**config.mk**
```make
export PLATFORM = sky130hd
export DESIGN_NAME = max5_frame_ctrl
export DESIGN_NICKNAME = d
export VERILOG_FILES = /design/src/rtl/max5_frame_ctrl.sv
export SDC_FILE = /design/constraint.sdc
export NUM_CORES = 1
export LEC_CHECK = 0
export BUFFER_PORTS_ARGS = -buffer_cell sky130_fd_sc_hd__buf_2
export CAP_MARGIN = 20
export CORE_UTILIZATION = 57
export CTS_CLUSTER_SIZE = 10
export DETAILED_ROUTE_END_ITERATION = 6
export PLACE_DENSITY = 0.84
export SLEW_MARGIN = 20
export SYNTH_ARGS = -nofsm -noshare
export SYNTH_HDL_FRONTEND = slang
export SYNTH_SLANG_ARGS = --single-unit
```
**constraint.sdc**
```tcl
create_clock -name clk -period 4.2 [get_ports clk]
set_clock_uncertainty 0.2 [all_clocks]
set_input_delay 0.84 -clock clk [delete_from_list [all_inputs] [get_ports clk]]
set_output_delay 0.84 -clock clk [all_outputs]
set_load 0.05 [all_outputs]
```
**src/rtl/max5_frame_ctrl.sv**
```systemverilog
// max5_frame_ctrl: collects NUM_SAMP samples, drives the packed frame to an
// external max-finder, and returns the max and its lowest index per frame.
// Ports:
//   clk, rst_n (async active-low), flush (sync abort)
//   in_valid/in_data/in_ready     sample stream in
//   fmax_val -> finder, fmax_max <- finder
//   out_valid/out_ready/out_max/out_idx  result stream out
//   frame_cnt                      delivered-frame counter
module max5_frame_ctrl #(
  parameter int DW       = 4,
  parameter int NUM_SAMP = 5,
  parameter int FCW      = 8
) (
  input  logic                   clk,
  input  logic                   rst_n,
  input  logic                   flush,
  input  logic                   in_valid,
  input  logic [DW-1:0]          in_data,
  output logic                   in_ready,
  output logic [NUM_SAMP*DW-1:0] fmax_val,
  input  logic [DW-1:0]          fmax_max,
  output logic                   out_valid,
  input  logic                   out_ready,
  output logic [DW-1:0]          out_max,
  output logic [2:0]             out_idx,
  output logic [FCW-1:0]         frame_cnt
);

  typedef enum logic [1:0] {
    COLLECT = 2'd0,
    CALC    = 2'd1,
    HOLD    = 2'd2
  } state_e;

  localparam logic [2:0] LAST = 3'(NUM_SAMP - 1);

  state_e         state_q, state_d;
  logic [2:0]     cnt_q, cnt_d;
  logic [DW-1:0]  slot_q [NUM_SAMP];
  logic           ov_q, ov_d;
  logic [DW-1:0]  max_q;
  logic [2:0]     idx_q, idx_d;
  logic [FCW-1:0] fc_q, fc_d;
  logic           calc_en;
  logic           accept;
  logic           found;

  // flush blocks acceptance even though in_ready may read 1
  assign accept   = (state_q == COLLECT) & in_valid & ~flush;
  assign in_ready = (state_q == COLLECT);

  always_comb begin
    state_d = state_q;
    cnt_d   = cnt_q;
    ov_d    = ov_q;
    fc_d    = fc_q;
    calc_en = 1'b0;
    if (flush) begin
      state_d = COLLECT;
      cnt_d   = 3'd0;
      ov_d    = 1'b0;
    end else begin
      unique case (state_q)
        COLLECT: begin
          if (in_valid) begin
            if (cnt_q == LAST) begin
              cnt_d   = 3'd0;
              state_d = CALC;
            end else begin
              cnt_d = cnt_q + 3'd1;
            end
          end
        end
        CALC: begin
          calc_en = 1'b1;
          ov_d    = 1'b1;
          state_d = HOLD;
        end
        HOLD: begin
          if (out_ready) begin
            ov_d    = 1'b0;
            fc_d    = fc_q + 1'b1;
            state_d = COLLECT;
          end
        end
        default: begin
          state_d = COLLECT;
          cnt_d   = 3'd0;
          ov_d    = 1'b0;
        end
      endcase
    end
  end

  // Scan high to low so the lowest matching slot wins.
  // No match leaves the last index as a fault marker.
  always_comb begin
    idx_d = LAST;
    found = 1'b0;
    for (int i = NUM_SAMP - 1; i >= 0; i--) begin
      if (slot_q[i] == fmax_max) begin
        idx_d = 3'(i);
        found = 1'b1;
      end
    end
  end

  always_comb begin
    fmax_val = '0;
    for (int i = 0; i < NUM_SAMP; i++) begin
      fmax_val[(NUM_SAMP-i)*DW-1 -: DW] = slot_q[i];
    end
  end

  always_ff @(posedge clk or negedge rst_n) begin
    if (!rst_n) begin
      state_q <= COLLECT;
      cnt_q   <= 3'd0;
      ov_q    <= 1'b0;
      fc_q    <= '0;
      max_q   <= '0;
      idx_q   <= 3'd0;
    end else begin
      state_q <= state_d;
      cnt_q   <= cnt_d;
      ov_q    <= ov_d;
      fc_q    <= fc_d;
      if (calc_en) begin
        max_q <= fmax_max;
        idx_q <= idx_d;
      end
    end
  end

  always_ff @(posedge clk or negedge rst_n) begin
    if (!rst_n) begin
      for (int i = 0; i < NUM_SAMP; i++) begin
        slot_q[i] <= '0;
      end
    end else begin
      for (int i = 0; i < NUM_SAMP; i++) begin
        if (accept && (cnt_q == 3'(i))) begin
          slot_q[i] <= in_data;
        end
      end
    end
  end

  assign out_valid = ov_q;
  assign out_max   = max_q;
  assign out_idx   = idx_q;
  assign frame_cnt = fc_q;

`ifndef SYNTHESIS
  // A finder returning a value absent from the frame is a hardware fault.
  always @(posedge clk) begin
    if (rst_n && (state_q == CALC) && !flush) begin
      assert (found)
        else $error("max5_frame_ctrl: finder max not in frame");
    end
  end
`endif

endmodule
```
== Word level (Yosys, flattened, before mapping) ==
Cells that the tools add are included.

* Register bits after elaboration: 41
* Bits of input ports: 13
* Output and inout bits: 37
* Logic and storage cells: 61

* Add/subtract/negate cells: 2
* Equal/unequal tests: 15
* Muxes and demuxes: 18
* Bitwise operators: 3
* Reductions and logical operators: 12

{| class="wikitable"
|+ Operators by type and width
! operator !! number
|-
| 2-to-1 mux 3 bit || 7
|-
| equality test 4 bit || 4
|-
| adder 8 x 1 -> 8 bit, second input constant || 1
|-
| 2-to-1 mux 2 bit || 4
|-
| equality test 3 x 2 -> 1 bit, second input constant || 2
|-
| != test 3 bit, second input constant || 2
|-
| one-hot mux 2 bit (3 select lines) || 1
|-
| one-hot mux 3 bit (2 select lines) || 1
|-
| AND reduction 3 bit || 2
|-
| logical AND 1 bit || 5
|-
| 2-to-1 mux 1 bit || 4
|-
| AND reduction 2 bit || 2
|-
| adder 3 x 1 -> 3 bit, second input constant || 1
|-
| equality test 3 x 1 -> 1 bit, second input constant || 1
|-
| equality test 3 bit, second input constant || 1
|-
| logical NOT 3 bit || 1
|-
| != test 3 x 2 -> 1 bit, second input constant || 1
|-
| one-hot mux 1 bit (3 select lines) || 1
|-
| bitwise AND 1 bit || 2
|-
| equality test 2 x 1 -> 1 bit, second input constant || 1
|-
| equality test 2 bit, second input constant || 1
|-
| logical NOT 2 bit || 1
|-
| != test 2 x 1 -> 1 bit, second input constant || 1
|-
| != test 2 bit, second input constant || 1
|-
| other kinds (2) || 2
|}

== Depth between registers and ports, before layout ==
Gate-level depths: netlist (run 1).

* Depth after elaboration: 5
* Depth in mapped cells: 8
* Depth with buffers taken out: 6

== Least setup slack after synthesis (run 1) ==
No wires, ideal clock.

* Path type: register to register
* Start point: register state_q[0]
* End point: register slot_q, in the netlist fmax_val[0]
* Library setup time: 125 ps
* Arrival: 1,936 ps
* Setup slack: 1,939 ps
* Cell stages (with the launch flop): 8
* Path buffers: 2
* Clock period less this slack: 2,261 ps
* Cells stage by stage: dfrtp_1 > inv_1 > ha_1 > nor2b_2 > buf_6 > and4_4 > buf_6 > mux2_4

* Word-level cells in the longest chain between the ends: 4

{| class="wikitable"
|+ Ends and longest elaborated chain
! element !! RTL line !! RTL
|-
| from (decl) || 37 || <nowiki>state_e state_q, state_d;</nowiki>
|-
| from (signal assigned) || 124 || <nowiki>state_q <= state_d;</nowiki>
|-
| logical NOT 2 bit || n/a ||
|-
| via in_ready || 19 || <nowiki>output logic in_ready,</nowiki>
|-
| bitwise AND 1 bit (2 in a row) || 49 || <nowiki>assign accept = (state_q == COLLECT) & in_valid & ~flush;</nowiki>
|-
| logical AND 1 bit || 142 || <nowiki>if (accept && (cnt_q == 3'(i))) begin</nowiki>
|-
| to (signal, indexed assignment) || 143 || <nowiki>slot_q[i] <= in_data;</nowiki>
|-
| to (decl) || 39 || <nowiki>logic [DW-1:0] slot_q [NUM_SAMP];</nowiki>
|}

The timed path passes the listed nets, and every way through them passes these cells.
A chain may end at the register's enable or synchronous reset.

== Final worst setup path (run 1) ==
* Start point: register state_q[1]
* End point: output port in_ready

* Word-level cells in the longest chain between the ends: 1

{| class="wikitable"
|+ Ends and longest elaborated chain
! element !! RTL line !! RTL
|-
| logical NOT 2 bit || 50 || <nowiki>assign in_ready = (state_q == COLLECT);</nowiki>
|-
| to (decl) || 19 ||
|}

No other way between the ends.

==> results.toml, run 1 <==
[status]
status = "finished clean"

[placed_design]
numPortBuffers = 49
placed_cell_area_sq_um = 2320
finalWeightedCongestion = 0.797
pre_cts_ws_ns = 1.90
place_inst = 251
dp_hpwl_microns = 3150

[power_and_ir_drop]
p_total_mw = 1.13
seq_power_share_pct = 43.8
p_int_uw = 692
power_frac_clock_pct = 24.2
comb_power_share_pct = 32.0
swShare_pct = 38.8
ir_drop_v = 0.000296
p_per_area_nw_per_um2 = 470
leakage_nw = 1.23
p_sw_uw = 439

[worst_setup_path]
ff2ff_path_depth = 5
reg2reg_to = "fmax_val[18]"
worst_setup_path_end_kind = "primary output"
crit_fanout = 5
worstPathArrival_ns = 1.38
r2r_slack_ns = 2.09
path_class = "flip-flop to primary output"
path_cells = "inv_1 -> ha_1 -> buf_2"
regToRegStartpoint = "state_q[1]"
start_kind = "flip-flop"
slowest_stage = "dfrtp_1"
cp.required_ns = 3.16
max_stage_delay_ns = 0.41

[yosys]
synthTopCellsByCount = "dfrtp_1, mux2_2, xor2_1"
synth_area_leader_cell = "dfrtp_1"
synth_area_leaders = "dfrtp_1, mux2_2, xor2_1, ha_1, xnor2_1"
synth_edf_count = 0
ys.flop_type = "dfrtp_1"
ys_seq_area_share_pct = 49.1
syn_avg_cell_area_sq_um = 12.7
synth_area_sq_um = 2090
synthArstFlopShare_pct = 100
ys_ff_latch = 41
synth_most_common_cell = "dfrtp_1"
yosysTopAreaCellShare_pct = 49.1
synthCells = 165
syn-num-nets = 187
yosysWarnings = 0
ys_types = 40

[sta]
rsz0062_at_grt = "no"
finalSetupViolCount = 0
fin_ws_ns = 1.78
hold_viol_final = 0
period_minus_slack_ns = 2.42
setup_tns_ns = 0
slew_headroom_pct = 42.4
max_freq_ghz = 0.414
whs_ns = 0.281
tightest_slew_ns = 0.864
finalCritPeriodShare_pct = 57.6
report.final.slew_viol_count = 0

[floorplan]
start_util_pct = 61.2
dieWidth_microns = 62.6
rows = 21
die_area_sq_um = 3910
die_h_microns = 62.6
io_pins = 50
core_sq_um = 3420

[clock_tree]
post_cts_buffers = 0
clock-sinks = 41
clk_pin_slew_worst_paths_ns = 0.13
ctsResizeCount = 0
clock-root-buffer = "clkbuf_4"
cts_buffer_depth = 2
cts_buffers = 5
hold_buffers = 0
insertion_delay_ns = 0.35
cts.htree.levels = 2
cts_tree = "done"

[routing]
route.met2.wl_microns = 2090
ant_nets = 0
met1_length_microns = 1810
drt_iter0_markers = 38
vias = 1437
drc = 0
first_pass_iters = 5
top_layer = "met4"
viasPerCell = 5.55
wire_per_inst_microns = 16.0
wl_met3_microns = 195
drt-total-wl_microns = 4140

[min_path]
hold-path-cell-count = 1
min_path_type = "flip-flop to flip-flop"
min_to = "frame_cnt[7]"
min_from = "frame_cnt[7]"

[global_route]
grt_max_degree = 42
grt_usage_pct = 23.6
antenna_found_initial = 0
grt_pass1_wl_microns = 7070
overflow = 0
grt_pass1_vias = 1422

[layout]
final_nets = 234
utilization_pct = 70.5
fin_cells = 259
final_area_sq_um = 2410
layout-drive-gt1-share_pct = 43.2
diodes = 0
area_growth_pct = 15.1

[flow_run]
max_cap_viol_count = 0
==> power by group through the flow <==
stage | Sequential [mW] | Clock, mW | Combinational, mW
after floorplan | 0.660 | 0 | 0.111
after global placement | 0.499 | 0 | 0.356
after detailed placement | 0.502 | 0 | 0.364
after CTS | 0.494 | 0.281 | 0.365
after global routing | 0.502 | 0.297 | 0.381
final | 0.495 | 0.274 | 0.361
==> worst max path at each step <==
stage / start / to / slack (ns) / cells past startpoint
final: state_q[1] / in_ready / 1.78 / 3
after global routing: state_q[0] / in_ready / 1.70 / 3
after CTS: state_q[0] / in_ready / 1.77 / 3
after detailed placement: flush / fmax_val[18] / 1.90 / 4
after global placement: flush / fmax_val[16] / 1.97 / 4
after floorplan: state_q[0] / fmax_val[0] / 1.94 / 7
==> layer usage <==
layer  vias up  track usage [%]
li1        662                -
met1       705             29.8
met4         0             7.85
met5         -                0
met2        60             40.1
met3        10             4.93
==> final cells by class <==
class                           instances  area (sq um)
Fill cell                             262          1010
Timing Repair Buffer                   49           245
Multi-Input combinational cell        108           963
Tap cell                               46          57.6
Inverter                                7          26.3
Sequential cell                        41          1030
Clock buffer                            6          51.3
Clock inverter                          2          37.5
==> cell families after synthesis <==
family / after synthesis / share of synthesized area (%)
flops: 41 / 49.1
compound gates: 16 / 4.73
xor+xnor: 23 / 9.99
mux: 26 / 14.7
simple gates: 34 / 11.3
buf+inv: 16 / 4.85
fa+ha+maj: 9 / 5.39
==> state kept, by name, summed over array words and instances, names as in the netlist <==
name       flops
frame_cnt      8
cnt_q          3
out_idx        3
out_valid      1
fmax_val      20
state_q        2
out_max        4
==> placed cells by master (no fill, tap or decap), drive strengths merged <==
cell | netlist | final
buf | 8 | 49
a2111oi | 1 | 1
nor3b | 1 | 1
clkbuf | 1 | 6
xor2 | 14 | 14
ha | 9 | 9
nand3 | 6 | 6
xnor2 | 9 | 9
o22ai | 1 | 1
nand4b | 1 | 1
or3 | 1 | 1
nand4 | 3 | 3
and2b | 1 | 1
o31ai | 2 | 2
and4 | 3 | 3
nand2b | 2 | 2
nand2 | 5 | 5
inv | 7 | 7
nor2 | 3 | 3
bufinv | 0 | 1
nor2b | 3 | 3
and3b | 1 | 1
a21oi | 4 | 4
nor4 | 3 | 3
a22o | 2 | 2
mux2i | 1 | 1
mux2 | 25 | 25
clkinvlp | 0 | 1
o21ai | 6 | 6
dfrtp | 41 | 41
and3 | 1 | 1
==> critical path, delay by kind of cell (launching register included) <==
kind       cells  cell delay, ns
flops          1            0.41
buf+inv        2            0.39
fa+ha+maj      1            0.23
Power figures use the tool's default switching activity.
==> run 2, diff against run 1 <==
Settings changed: CORE_UTILIZATION 57 to 53, PLACE_DENSITY 0.84 to 0.79.
Clock period 4.2 ns to 2.4 ns, I/O delays scaled along.
==> run 2 against run 1 <==
Utilization is 5.5 points lower. Register-to-register slack worse by 1.8 ns. Non-clock buffer count increased by 1. First-iteration DRC count is 7.9% higher. Critical path depth is 2 higher. Sequential share of layout area decreased by 0.13 points. Largest cell class unchanged. Largest power group unchanged.
==> results.toml, run 2 (synthesis results as in run 1) <==
[flow_run]
max_cap_viol_count = 0

[sta]
max_freq_ghz = 0.481
tightest_slew_ns = 0.506
setup_tns_ns = 0
slew_headroom_pct = 66.2
finalSetupViolCount = 0
period_minus_slack_ns = 2.08
report.final.slew_viol_count = 0
hold_viol_final = 0
rsz0062_at_grt = "no"
finalCritPeriodShare_pct = 86.6

[floorplan]
die_area_sq_um = 4200
start_util_pct = 56.3
io_pins = 50
dieWidth_microns = 64.8
core_sq_um = 3720
rows = 22
die_h_microns = 64.8

[routing]
wire_per_inst_microns = 16.0
drt-total-wl_microns = 4190
first_pass_iters = 4
vias = 1433
viasPerCell = 5.47
ant_nets = 0
drt_iter0_markers = 41
drc = 0

[layout]
most-common-layout-cells = "buf_2, dfrtp_1, mux2_2"
diodes = 0
fillers = 301
largest_reg_flops = 20
utilization_pct = 65.0
final_nets = 235
layout-drive-gt1-share_pct = 43.5
final_common_cell = "buf_2"
area_growth_pct = 15.5

[min_path]
min_path_type = "input pin to asynchronous set/reset pin"

[global_route]
grt_max_degree = 42
grt_pass1_wl_microns = 7080
grt_usage_pct = 23.2
grt_pass1_vias = 1432
overflow = 0
antenna_found_initial = 0

[power_and_ir_drop]
p_per_area_nw_per_um2 = 796
p_int_mw = 1.17
ir_drop_v = 0.000473
leakage_nw = 1.23
power_frac_clock_pct = 22.2
swShare_pct = 39.4
seq_power_share_pct = 44.7
p_sw_uw = 757
comb_power_share_pct = 33.0

[clock_tree]
clock-root-buffer = "clkbuf_8"
clk_pin_slew_worst_paths_ns = 0.08
clock-sinks = 41
insertion_delay_ns = 0.29
ctsResizeCount = 0
hold_buffers = 0
post_cts_buffers = 0
cts_buffer_depth = 2
cts.htree.levels = 2
cts_tree = "done"
cts_buffers = 5

[placed_design]
numPortBuffers = 49
finalWeightedCongestion = 0.854
dp_hpwl_microns = 3130

[status]
status = "finished clean"

[worst_setup_path]
worstPathArrival_ns = 2.05
r2r_slack_ns = 0.32
worst_setup_path_end_kind = "flip-flop"
ff2ff_path_depth = 5
crit_fanout = 9
reg2reg_to = "fmax_val[17]"
cp.required_ns = 2.37
path_class = "flip-flop to flip-flop"
start_kind = "flip-flop"
regToRegStartpoint = "state_q[0]"
run 2: cell count changes in the layout (fill, tap and decap cells not counted), sizes merged:
cell | previous run | this run
clkinv | 0 | 2
buf | 49 | 50
bufinv | 1 | 0
clkbuf | 6 | 5
run 2: power by group through the flow:
stage                     clock, mW  sequential [mW]  combinational (mW)
final                         0.427            0.860               0.635
after global routing          0.478            0.872               0.670
after CTS                     0.444            0.862               0.640
after detailed placement          0            0.875               0.637
after global placement            0            0.867               0.625
after floorplan                   0             1.15               0.194
run 2: critical path: stages, from the launching register on:
cell     delay [ns]
dfrtp_1        0.39
inv_1          0.10
ha_1           0.22
nor2b_2        0.35
and4_1         0.33
mux2_2         0.36
run 2: worst max-delay path by stage:
stage | from | endpoint | slack [ns] | depth (start not counted)
after floorplan | state_q[0] | fmax_val[0] | 0.14 | 7
after global placement | state_q[0] | fmax_val[18] | 0.44 | 5
after detailed placement | state_q[0] | fmax_val[17] | 0.37 | 5
after CTS | state_q[0] | fmax_val[17] | 0.34 | 5
after global routing | state_q[0] | fmax_val[17] | 0.24 | 5
final | state_q[0] | fmax_val[17] | 0.32 | 5
run 2: area by class of cell:
class	count	area, sq um	share of cell area [%]
Timing Repair Buffer	50	253	10.5
Inverter	7	26.3	1.09
Clock buffer	5	68.8	2.85
Tap cell	48	60.1	2.49
Clock inverter	3	17.5	0.725
Sequential cell	41	1030	42.5
Multi-Input combinational cell	108	963	39.9
run 2: per-stage QoR:
step | worst slack [ns] | std cells | power (mW) | hold slack [ns] | area (sq um)
4_1_cts | 0.340 | 262 | 1.95 | 0.0539 | 2410
3_5_place_dp | 0.366 | 254 | 1.51 | 0.263 | 2330
2_1_floorplan | 0.139 | 165 | 1.35 | -0.0156 | 2090
3_3_place_gp | 0.442 | 254 | 1.49 | 0.258 | 2330
6_report | 0.321 | 262 | 1.92 | 0.0433 | 2410
5_1_grt | 0.238 | 262 | 2.02 | 0.0764 | 2410
run 2: metal layers:
metal	global-route usage, %	up-vias	wire, microns
met1	30.2	706	1830
li1	-	665	-
met3	5.28	11	216
met2	36.6	51	2020
met4	10.8	0	113
met5	0	-	0
==> run 3, diff against run 2 <==
Settings changed: CORE_ASPECT_RATIO from default to 2, PLACE_DENSITY 0.79 to 0.76.
==> run 3 against run 2 <==
Combinational power up 0.9%. First-iteration DRC count down 34%. Sequential power about the same. Critical path depth unchanged. Critical path type unchanged. Largest cell class unchanged. Largest power group unchanged.
==> results.toml, run 3 (synthesis results as in run 1) <==
[sta]
finalSetupViolCount = 0
fin_ws_ns = 0.305
tightest_slew_ns = 0.507
setup_tns_ns = 0
hold_viol_final = 0
period_minus_slack_ns = 2.09
report.final.slew_viol_count = 0
slew_headroom_pct = 66.2
max_freq_ghz = 0.477
finalCritPeriodShare_pct = 87.3
rsz0062_at_grt = "no"

[worst_setup_path]
start_kind = "flip-flop"
path_class = "flip-flop to flip-flop"
reg2reg_to = "fmax_val[16]"
path_cells = "inv_1 -> ha_1 -> nor2b_2 -> and4_1 -> mux2_2"
r2r_slack_ns = 0.31
cp.required_ns = 2.38
ff2ff_path_depth = 5
regToRegStartpoint = "state_q[1]"
worstPathArrival_ns = 2.07
slowest_stage = "dfrtp_1"
crit_fanout = 9
max_stage_delay_ns = 0.38
worst_setup_path_end_kind = "flip-flop"

[clock_tree]
clk_pin_slew_worst_paths_ns = 0.07
cts_buffers = 5
insertion_delay_ns = 0.29
cts_tree = "done"
clock-sinks = 41
post_cts_buffers = 0
clock-root-buffer = "clkbuf_8"
cts.htree.levels = 2
hold_buffers = 0
cts_buffer_depth = 2
ctsResizeCount = 0

[layout]
most-common-layout-cells = "buf_2, dfrtp_1, mux2_2"
final_nets = 235
diodes = 0
fillers = 306
largest_reg_flops = 20
area_growth_pct = 15.5
layout-drive-gt1-share_pct = 43.0
final_common_cell = "buf_2"

[floorplan]
core_sq_um = 3800
die_h_microns = 90.8
rows = 32
start_util_pct = 55.0
die_area_sq_um = 4210
io_pins = 50
dieWidth_microns = 46.4

[global_route]
antenna_found_initial = 0
busiest_layer = "met2"
grt_pass1_wl_microns = 6800
grt_max_degree = 42
overflow = 0
met2_usage_pct = 37.2
grt_pass1_vias = 1480
grt_usage_pct = 22.6
grtUsageMet1_pct = 25.0
grt.met3_usage_pct = 5.60

[placed_design]
finalWeightedCongestion = 0.857
pre_cts_ws_ns = 0.330
dp_hpwl_microns = 3260
numPortBuffers = 49

[routing]
drt_iter0_markers = 27
wire_per_inst_microns = 15.9
ant_nets = 0
viasPerCell = 5.46
drc = 0
drt-total-wl_microns = 4210
first_pass_iters = 4
vias = 1446

[flow_run]
max_cap_viol_count = 0

[power_and_ir_drop]
p_per_area_nw_per_um2 = 794
leakage_nw = 1.23
ir_drop_v = 0.000530
p_total_mw = 1.92

[min_path]
min_path_type = "input pin to asynchronous set/reset pin"

[status]
status = "finished clean"
[run 3: cell types whose count changed in the layout (fill, tap and decap cells not counted)]
cell	delta
clkbuf_1	+1
clkinvlp_4	-1
[run 3: stage by stage]
stage,hold WS (ns),util (%),instance area [sq um],cells
floorplan,-0.0156,-,2090,165
global placement,0.257,61.3,2330,257
detailed placement,0.260,61.3,2330,257
CTS,0.0499,63.5,2410,265
global route,0.0764,63.5,2410,265
finish,0.0343,63.5,2410,265
[run 3: metal layers]
| layer | share of wire [%] | vias to the layer above |
|---|---|---|
| li1 | - | 666 |
| met1 | 37 | 708 |
| met2 | 55 | 61 |
| met3 | 4.6 | 11 |
| met4 | 2.7 | 0 |
| met5 | 0 | - |
[run 3: power breakdown]
part / switching [mW] / internal, mW / total (mW) / leakage (nW)
Combinational: 0.453 / 0.188 / 0.641 / 0.642
Clock: 0.218 / 0.201 / 0.419 / 0.0450
Sequential: 0.0801 / 0.777 / 0.857 / 0.547
Total: 0.751 / 1.17 / 1.92 / 1.23
[run 3: worst max path at each step]
stage	endpoint	slack, ns	startpoint	cells after the start
2_1_floorplan	fmax_val[0]	0.14	state_q[0]	7
3_3_place_gp	fmax_val[16]	0.42	state_q[0]	5
3_5_place_dp	fmax_val[16]	0.33	state_q[1]	5
4_1_cts	fmax_val[19]	0.33	state_q[1]	5
5_1_grt	fmax_val[18]	0.22	state_q[1]	5
6_report	fmax_val[16]	0.31	state_q[1]	5
[run 3: worst max-delay path, delay by kind of cell (launching register included)]
family        cells  cell delay, ns
buf+inv           1            0.11
fa+ha+maj         1            0.24
mux               1            0.36
simple gates      2            0.70
flops             1            0.38
[run 3: cell type report]
type	instances	area [sq um]	share of cell area, %
Clock inverter	2	10.0	0.415
Sequential cell	41	1030	42.5
Inverter	7	26.3	1.09
Multi-Input combinational cell	108	963	39.9
Timing Repair Buffer	50	253	10.5
Clock buffer	6	72.6	3.01
Tap cell	51	63.8	2.64
